**src/rtl/bus_arb_pkg.sv**
```systemverilog
// Shared types and helpers for the bus write arbiters.
//   arb_state_e : arbiter FSM states
//   BUS_DW      : default bus data width
//   rr_next()   : round-robin scan, nearest requester after rr_last wins
package bus_arb_pkg;

  typedef enum logic {IDLE, GRANT} arb_state_e;

  localparam int BUS_DW   = 16;
  localparam int MAX_NREQ = 8;

  typedef struct packed {
    logic       found;
    logic [2:0] idx;
  } rr_res_t;

  // Scans from the farthest candidate down to the nearest one so that the
  // nearest requester after rr_last overwrites any earlier hit.
  function automatic rr_res_t rr_next(input logic [MAX_NREQ-1:0] req,
                                      input logic [2:0]          rr_last,
                                      input int                  nreq);
    rr_res_t res;
    int      idx;
    res = '0;
    for (int k = MAX_NREQ; k >= 1; k--) begin
      if (k <= nreq) begin
        idx = (int'(rr_last) + k) % nreq;
        if (req[idx]) begin
          res.found = 1'b1;
          res.idx   = 3'(idx);
        end
      end
    end
    return res;
  endfunction

endpackage

```
**src/rtl/bus_write_arbiter_if.sv**
```systemverilog
// Requester/bus side signal bundle of the write arbiter.
//   master : requester agents (drive req/last/wdata, observe grant and bus)
//   slave  : arbiter (observe requests, drive grant and registered bus)
interface bus_write_arbiter_if #(
  parameter int NREQ = 4,
  parameter int DW   = 16
);
  localparam int IW = $clog2(NREQ);

  logic [NREQ-1:0]    req;
  logic [NREQ-1:0]    last;
  logic [NREQ*DW-1:0] wdata;
  logic [NREQ-1:0]    gnt;
  logic [IW-1:0]      owner;
  logic               busy;
  logic [DW-1:0]      bus_data;
  logic               bus_we;

  modport master (output req, last, wdata,
                  input  gnt, owner, busy, bus_data, bus_we);
  modport slave  (input  req, last, wdata,
                  output gnt, owner, busy, bus_data, bus_we);
endinterface

```
**src/rtl/bus_write_arbiter_rr_pick.sv**
```systemverilog
// Combinational round-robin priority picker.
//   req_i     : request vector
//   rr_last_i : index granted most recently (lowest priority now)
//   winner_o  : chosen index, meaningful when valid_o
//   valid_o   : at least one request present
module rr_pick
  import bus_arb_pkg::*;
#(
  parameter  int NREQ = 4,
  localparam int IW   = $clog2(NREQ)
) (
  input  logic [NREQ-1:0] req_i,
  input  logic [IW-1:0]   rr_last_i,
  output logic [IW-1:0]   winner_o,
  output logic            valid_o
);

  rr_res_t res;
  logic    unused_idx;

  always_comb res = rr_next(MAX_NREQ'(req_i), 3'(rr_last_i), NREQ);

  assign winner_o   = res.idx[IW-1:0];
  assign valid_o    = res.found;
  // upper index bits are always zero when NREQ < 8
  assign unused_idx = ^res.idx;

endmodule

```
**src/rtl/bus_write_arbiter.sv**
```systemverilog
// Round-robin arbiter sharing one registered write bus among NREQ requesters.
//   clk, rst_n : bus clock, asynchronous active-low reset
//   bus        : slave side of bus_write_arbiter_if
//                req/last/wdata in; gnt/owner/busy/bus_data/bus_we out
// A grant lasts until the owner drops req, flags last, or reaches MAX_HOLD
// beats. Every release passes through one IDLE (arbitration) cycle.
module bus_write_arbiter
  import bus_arb_pkg::*;
#(
  parameter int NREQ     = 4,
  parameter int DW       = BUS_DW,
  parameter int MAX_HOLD = 8
) (
  input  logic              clk,
  input  logic              rst_n,
  bus_write_arbiter_if.slave bus
);

  localparam int IW = $clog2(NREQ);

  arb_state_e      state_q,    state_d;
  logic [NREQ-1:0] gnt_q,      gnt_d;
  logic [IW-1:0]   owner_q,    owner_d;
  logic [IW-1:0]   rr_last_q,  rr_last_d;
  logic [7:0]      hold_q,     hold_d;
  logic [DW-1:0]   bus_data_q, bus_data_d;
  logic            bus_we_q,   bus_we_d;

  logic [IW-1:0]   win;
  logic            win_vld;
  logic [DW-1:0]   own_wdata;
  logic            own_req, own_last, beat;

  rr_pick #(.NREQ(NREQ)) u_pick (
    .req_i     (bus.req),
    .rr_last_i (rr_last_q),
    .winner_o  (win),
    .valid_o   (win_vld)
  );

  // Only the owner's slice can reach the bus.
  always_comb begin
    own_wdata = '0;
    for (int i = 0; i < NREQ; i++)
      if (owner_q == IW'(i)) own_wdata = bus.wdata[i*DW +: DW];
  end

  assign own_req  = bus.req[owner_q];
  assign own_last = bus.last[owner_q];
  assign beat     = (state_q == GRANT) && own_req && gnt_q[owner_q];

  always_comb begin
    state_d    = state_q;
    gnt_d      = gnt_q;
    owner_d    = owner_q;
    rr_last_d  = rr_last_q;
    hold_d     = hold_q;
    bus_data_d = bus_data_q;
    bus_we_d   = 1'b0;
    case (state_q)
      IDLE: begin
        if (win_vld) begin
          state_d   = GRANT;
          gnt_d     = NREQ'(1) << win;
          owner_d   = win;
          rr_last_d = win;
          hold_d    = 8'd0;
        end
      end
      GRANT: begin
        if (beat) begin
          bus_we_d   = 1'b1;
          bus_data_d = own_wdata;
          hold_d     = hold_q + 8'd1;
          // the releasing beat is still written
          if (own_last || (hold_q + 8'd1 == 8'(MAX_HOLD))) begin
            state_d = IDLE;
            gnt_d   = '0;
          end
        end else begin
          state_d = IDLE;
          gnt_d   = '0;
        end
      end
      default: state_d = IDLE;
    endcase
  end

  always_ff @(posedge clk or negedge rst_n) begin
    if (!rst_n) begin
      state_q    <= IDLE;
      gnt_q      <= '0;
      owner_q    <= '0;
      rr_last_q  <= IW'(NREQ - 1);
      hold_q     <= 8'd0;
      bus_data_q <= '0;
      bus_we_q   <= 1'b0;
    end else begin
      state_q    <= state_d;
      gnt_q      <= gnt_d;
      owner_q    <= owner_d;
      rr_last_q  <= rr_last_d;
      hold_q     <= hold_d;
      bus_data_q <= bus_data_d;
      bus_we_q   <= bus_we_d;
    end
  end

  assign bus.gnt      = gnt_q;
  assign bus.owner    = owner_q;
  assign bus.busy     = (state_q == GRANT);
  assign bus.bus_data = bus_data_q;
  assign bus.bus_we   = bus_we_q;

endmodule

```
**src/flat_wrapper.sv**
```systemverilog
// flat-port wrapper written by rule: the top's interface ports become plain ports
module bus_write_arbiter_flat import bus_arb_pkg::*;
#(
  parameter int NREQ     = 4,
  parameter int DW       = BUS_DW,
  parameter int MAX_HOLD = 8
)
  (clk, rst_n, bus_req, bus_last, bus_wdata, bus_gnt, bus_owner, bus_busy, bus_bus_data, bus_bus_we);
  bus_write_arbiter_if #(.NREQ(NREQ), .DW(DW)) bus_i ();
  input  logic clk;
  input  logic rst_n;
  input wire logic [$bits(bus_i.req)-1:0] bus_req;
  input wire logic [$bits(bus_i.last)-1:0] bus_last;
  input wire logic [$bits(bus_i.wdata)-1:0] bus_wdata;
  output wire logic [$bits(bus_i.gnt)-1:0] bus_gnt;
  output wire logic [$bits(bus_i.owner)-1:0] bus_owner;
  output wire logic [$bits(bus_i.busy)-1:0] bus_busy;
  output wire logic [$bits(bus_i.bus_data)-1:0] bus_bus_data;
  output wire logic [$bits(bus_i.bus_we)-1:0] bus_bus_we;
  assign bus_i.req = bus_req;
  assign bus_i.last = bus_last;
  assign bus_i.wdata = bus_wdata;
  assign bus_gnt = bus_i.gnt;
  assign bus_owner = bus_i.owner;
  assign bus_busy = bus_i.busy;
  assign bus_bus_data = bus_i.bus_data;
  assign bus_bus_we = bus_i.bus_we;
  bus_write_arbiter #(.NREQ(NREQ), .DW(DW), .MAX_HOLD(MAX_HOLD)) u_core (.clk(clk), .rst_n(rst_n), .bus(bus_i));
endmodule
```
**config.mk**
```make
export PLATFORM = sky130hd
export DESIGN_NAME = bus_write_arbiter_flat
export DESIGN_NICKNAME = d
export VERILOG_FILES = /design/src/rtl/bus_arb_pkg.sv /design/src/rtl/bus_write_arbiter_if.sv /design/src/rtl/bus_write_arbiter_rr_pick.sv /design/src/rtl/bus_write_arbiter.sv /design/src/flat_wrapper.sv
export SDC_FILE = /design/constraint.sdc
export NUM_CORES = 1
export LEC_CHECK = 0
export ABC_AREA = 1
export CAP_MARGIN = 15
export CORE_MARGIN = 2
export CORE_UTILIZATION = 42
export DETAILED_ROUTE_END_ITERATION = 8
export GPL_ROUTABILITY_DRIVEN = 1
export GPL_TIMING_DRIVEN = 0
export PLACE_DENSITY = 0.85
export SYNTH_ARGS = -nofsm -noshare
export SYNTH_HDL_FRONTEND = slang
export SYNTH_SLANG_ARGS = --single-unit
```
**constraint.sdc**
```tcl
create_clock -name clk -period 2.16 [get_ports clk]
set_input_delay 0.648 -clock clk [delete_from_list [all_inputs] [get_ports clk]]
set_output_delay 0.648 -clock clk [all_outputs]
set_load 0.005 [all_outputs]
```
; Word level (Yosys, flattened, before mapping)
; Cells that the tools add are included.
[totals]
reg_bits = 34
input_bits = 74
[op_classes]
addsub = 5
n_lt_le_gt_ge = 5
eq_ne = 7
shifts = 1
mux = 39
n_bitwise = 5
n_reduce_logical = 12
[ops]
columns = cell, n
row1 = $mux 16, 4
row2 = $mux 4, 7
row3 = $lt 3x5->1 const B, 4
row4 = $mux 1, 16
row5 = $mux 8, 2
row6 = $pmux 8 s2, 1
row7 = $bmux 1 s3, 4
row8 = $add 8x1->8 const B, 1
row9 = $eq 8x4->1 const B, 1
row10 = $pmux 4 s2, 1
row11 = $reduce_and 2->1, 4
row12 = $reduce_or 2->1, 4
row13 = $bmux 1 s2, 3
row14 = $add 2x1->2 const B, 2
row15 = $add 2x2->2 const B, 2
row16 = $and 1x1->1 const A, 4
row17 = $eq 2x2->1 const B, 2
row18 = $ne 2x2->1 const B, 2
row19 = $shl 1x2->4 const A, 1
row20 = $lt 2x3->1 const B, 1
row21 = $ne 3x3->1 const B, 1
row22 = $eq 2x1->1 const B, 1
row23 = $logic_and 1x1->1, 2
row24 = $logic_not 2->1, 1
row25 = other kinds (3), 3

; Depth between registers and ports, before layout
[logic_depth]
depth_word = 13
depth_mapped = 13

; Hierarchy
; Synthesis repeated with hierarchy kept, for this count alone.
[unflattened]
cells_unflattened = 323
area_unflattened_um2 = 2250.9
[by_module_without_submodules]
columns = module, instances, cells_per_inst, area_per_inst_um2, seq_area_each_um2
row1 = bus_write_arbiter, 1, 272, 2004.4, 853.3
row2 = rr_pick, 1, 51, 246.5, 0.0

; Least setup slack after synthesis
; OpenSTA, ideal clock, no wires.
[synth_timing]
path_type = register to register
startpoint = reg u_core.rr_last_q[0]
endpoint = reg u_core.gnt_q[0] (netlist: u_core.bus.gnt[0])
setup_ps = 116
t_arrival_ps = 1502
required_ps = 2044
setup_slack_ps = 541
stages_incl_launch_ff = 14
synth_period_minus_slack_ps = 1619
cell_sequence = dfstp_2 -> buf_4 -> inv_4 -> nand2_1 -> nand2_1 -> nand2_1 -> nand2_1 -> nor2_1 -> nand2_1 -> o21ai_2 -> buf_4 -> nand2_1 -> nand2_1 -> nand2_1
[synth_between]
elab_chain_cells = 13
[synth_rtl]
columns = item, line
row1 = from (decl), bus_write_arbiter.sv:24  ; logic [IW-1:0] rr_last_q, rr_last_d;
row2 = from (signal assigned), bus_write_arbiter.sv:94  ; rr_last_q <= IW'(NREQ - 1);
row3 = from (signal assigned), bus_write_arbiter.sv:102  ; rr_last_q <= rr_last_d;
row4 = $add 2x1->2, bus_arb_pkg.sv:27  ; idx = (int'(rr_last) + k) % nreq;
row5 = $reduce_or 2->1 (no source line), n/a
row6 = $and 1x1->1 (no source line), n/a
row7 = $bmux 1 s3, bus_arb_pkg.sv:28  ; if (req[idx]) begin
row8 = $mux 1 (implied by the code) (2 in series), bus_arb_pkg.sv:28
row9 = $mux 4 (3 in series), bus_arb_pkg.sv:28
row10 = $mux 4 *, bus_arb_pkg.sv:28
row11 = $shl 1x2->4, bus_write_arbiter.sv:64  ; gnt_d = NREQ'(1) << win;
row12 = $mux 4, bus_write_arbiter.sv:62  ; if (win_vld) begin
row13 = $pmux 4 s2, bus_write_arbiter.sv:60  ; case (state_q)
row14 = to (signal assigned), bus_write_arbiter.sv:100  ; gnt_q <= gnt_d;
row15 = to (decl), bus_write_arbiter.sv:22  ; logic [NREQ-1:0] gnt_q, gnt_d;
; Mark *: on every way between the ends. The rest lies on a longest branch, timed or not. The select of a mux whose other input is x is not followed.
; A chain may end at the register's enable or synchronous reset.

; Final worst setup path
[layout_timing]
startpoint = in bus_req[3]
endpoint = reg u_core.gnt_q[0] (netlist: u_core.bus.gnt[0])
[layout_between]
elab_chain_cells = 10
[layout_rtl]
columns = item, line
row1 = from (decl), flat_wrapper.sv:12  ; input wire logic [$bits(bus_i.req)-1:0] bus_req;
row2 = $bmux 1 s3, bus_arb_pkg.sv:28
row3 = $mux 1 (implied by the code) (2 in series), bus_arb_pkg.sv:28
row4 = $mux 4 (4 in series), bus_arb_pkg.sv:28
row5 = $shl 1x2->4, bus_write_arbiter.sv:64
row6 = $mux 4, bus_write_arbiter.sv:62
row7 = $pmux 4 s2, bus_write_arbiter.sv:60
; Several ways; a longest one is shown, not always the timed one. The select of a mux whose other input is x is not followed.

==> run summary <==
Outcome -> finished clean
CTS root buf -> clkbuf_8
First-pass GRT wire length -> 10.8 mm
P per Cell Area -> 1160 mW/mm^2
Critical path type -> in -> reg
Post-synth EDFFs -> 0
Iter 0 DRT Violations -> 220
Max Clock Skew -> 12.7 ps
Post-CTS setup buffers -> 0
Xor and xnor area share after synthesis -> 0.00404
Slew Limit Fails -> 0
I/O pins -> 98
Average cell area after synthesis -> 6.66 sq um
Actual slew at the worst max-slew pin -> 746 ps
Startpoint types -> input port
Simple-gate share of the synthesized area -> 0.363
Total CTS buffers -> 5
Leakage power -> 1.55 nW
Cells after synthesis -> 326
Final hold viol count -> 0
Final setup violation count -> 0
Ranking of synthesized cells by area -> dfrtp_1 37%, nand2_1 21%, nand3_1 10%
Fmax -> 0.507 GHz
Std-Cell Rows -> 26
DRT Pass-1 Iters -> 4
Total Nets Final -> 506
CP required -> 2330 ps
Starting density of the core -> 0.430
Total number of vias -> 2529
Dominant synthesized flop cell -> dfrtp_1
Post-synthesis compound-gate area fraction -> 0.141
Multiplexer share of the synthesized area -> 0
Vias in the first global route -> 2378
GRT Residual Overflow -> 0
Total Wirelength -> 6.64 mm
Crit. End Element -> flop
Unrepaired setup endpoints after global routing -> false
Initial antenna violation count -> 0
Die Height -> 75.9 microns
Synth area leader -> dfrtp_1
Total GRT Usage -> 0.248
DR WL/cell -> 13.3 microns
Layout area overhead -> 52.9%
Post-DP HPWL -> 5.19 mm
VDD IR max -> 0.812 mV
Synth Register Bits -> 34
DIE WIDTH -> 75.9 microns
Yosys top cell area share -> 0.369
Global placer's final weighted congestion -> 0.876
Worst-path maximum fanout -> 5
Layout cell share with drive strength beyond 1 -> 0.0812
Via density -> 5.05
Synth Area in Adders -> 0.0115
Synth Warn # -> 0
FF-to-FF Start -> u_core.rr_last_q[0]$_DFFE_PN1P_
Asr flop ratio synth -> 1.00
Clk sinks -> 34
Maximum number of pins on one net before global-route repair -> 35
Yosys cell types -> 27
Mapped cell area -> 0.00217 sq mm
Worst Setup SP -> bus_req[3]
FILL cells -> 426
Design Area, Final -> 0.00332 sq mm
Worst skew pair latency -> 290 ps
Core area -> 0.00504 sq mm
CTS clock-pin slew for the worst setup and hold paths -> 70 ps
ANT cells -> 0
Worst setup slack after layout -> 188 ps
Placed Area -> 0.00322 sq mm
CTS HTree Levels -> 2
Hold/Removal Path Class -> in -> async
Longest Clk Path Bufs -> 2
Die ar. -> 0.00576 sq mm
Antenna Nets Post-Route -> 0
IO buf count -> 97
Crit path time final -> 1970 ps
Setup WS pre-CTS -> -110 ps
Max Cap Viol -> 0
Sequential area share after synthesis -> 0.393
# DRC -> 0
CTS tree -> yes
Main combinational cell family by area after synthesis -> simple AND/OR/NAND/NOR gates
Post-synth net total -> 402
Max transition margin -> 0.503
Crit share post-route -> 0.913
Worst EP arrival -> 2140 ps
flip-flops by register name, summed over array words and instances (netlist names):
name and count:
u_core.bus.bus_we 1, u_core.bus.gnt 4, u_core.bus.bus_data 16, u_core.hold_q 8
u_core.bus.busy 1, u_core.rr_last_q 2, u_core.bus.owner 2
power by group:
part           internal (mW)  switching [mW]  leakage (nW)
logic                   1.01            1.33          1.06
registers              0.871           0.149         0.441
clock network          0.257           0.224        0.0482
cells in the mapped netlist, drive strengths merged, types with 2 or more instances:
master	instances
nand2	122
o21ai	46
nand3	45
dfrtp	32
inv	29
nor2	14
buf	12
a21oi	11
nand4	3
dfstp	2
ha	2
or2	2
routing by layer:
metal | up-vias | global-route usage | share of wire
met5 | - | 0 | 0
met4 | 0 | 0.0799 | 0.024
met3 | 17 | 0.0569 | 0.066
met2 | 85 | 0.445 | 0.50
met1 | 1159 | 0.292 | 0.41
li1 | 1268 | - | -
cells in the final DEF, fill, tap and decap left out:
cell type	Yosys	layout
nand2_1	121	120
clkdlybuf4s50_1	0	96
nand3_1	44	44
dfrtp_1	32	32
o21ai_0	25	25
inv_1	21	21
o21ai_1	20	20
nor2_1	14	14
a21oi_1	11	11
buf_2	8	9
inv_2	7	7
clkbuf_8	0	6
buf_4	3	3
nand4_1	3	3
nand2_2	1	2
clkbuf_1	1	2
ha_1	2	2
dfstp_2	2	2
nand3_2	1	1
buf_6	1	1
inv_4	1	1
and2_1	1	1
o21ai_2	1	1
o21bai_1	1	1
xor2_1	1	1
or2_2	1	1
nor3b_1	1	1
or2_1	1	1
a221oi_1	1	1
clkinv_2	0	1
critical path: stages:
cell and delay [ps]:
clkdlybuf4s50_1 470, inv_1 70, o21ai_1 160, nand2_1 70
nand2_1 90, nor2_1 50, nand2_1 90, nand2_1 60
nor2_1 230, nor2_1 80, nand2_1 70, nand2_1 50
through the flow:
stage / setup TNS, ps / hold slack, ps / power [mW] / std cells / utilization
floorplan: 0 / 352 / 2.45 / 326 / -
global placement: -8910 / 467 / 3.31 / 493 / 0.640
detailed placement: -659 / 473 / 3.37 / 493 / 0.639
CTS: 0 / 444 / 3.86 / 501 / 0.657
global route: 0 / 496 / 4.22 / 501 / 0.658
finish: 0 / 424 / 3.84 / 501 / 0.658
worst paths after layout:
check / to / slack, ps / cells past startpoint
min in group clk: u_core.bus.bus_data[1]$_DFFE_PN0P_ / 490 / 2
max in group asynchronous: u_core.bus.gnt[3]$_DFFE_PN0P_ / 1250 / 1
max: u_core.bus.gnt[0]$_DFFE_PN0P_ / 190 / 12
min: u_core.bus.bus_data[8]$_DFFE_PN0P_ / 420 / 1
max reg2reg: u_core.bus.gnt[0]$_DFFE_PN0P_ / 360 / 13
min reg2reg: u_core.bus.bus_data[1]$_DFFE_PN0P_ / 490 / 2
final cells by class:
| type | instances | area [sq um] | area share |
|---|---|---|---|
| timing repair buffer | 97 | 966 | 0.291 |
| sequential | 34 | 853 | 0.257 |
| buffer | 13 | 77.6 | 0.0234 |
| clock buffer | 7 | 86.3 | 0.0260 |
| multi-input combinational | 250 | 1130 | 0.341 |
| inverter | 29 | 111 | 0.0336 |
| clock inverter | 1 | 5.00 | 0.00151 |
| tap | 70 | 87.6 | 0.0264 |
kinds of logic after synthesis:
| logic type | after synthesis |
|---|---|
| xor gates and xnor gates | 1 |
| adders and majority gates | 2 |
| AOI/OAI and AO/OA | 59 |
| buffers and inverters | 42 |
| and+or+nand+nor | 188 |
| DFF | 34 |
what timing repair did:
item                                    4_1_cts  5_1_grt
endpoints found under the setup margin        0        1
hold buffers                                  0        0
resized for setup                             0        1
Note: power is estimated with default switching activity, not from simulation.
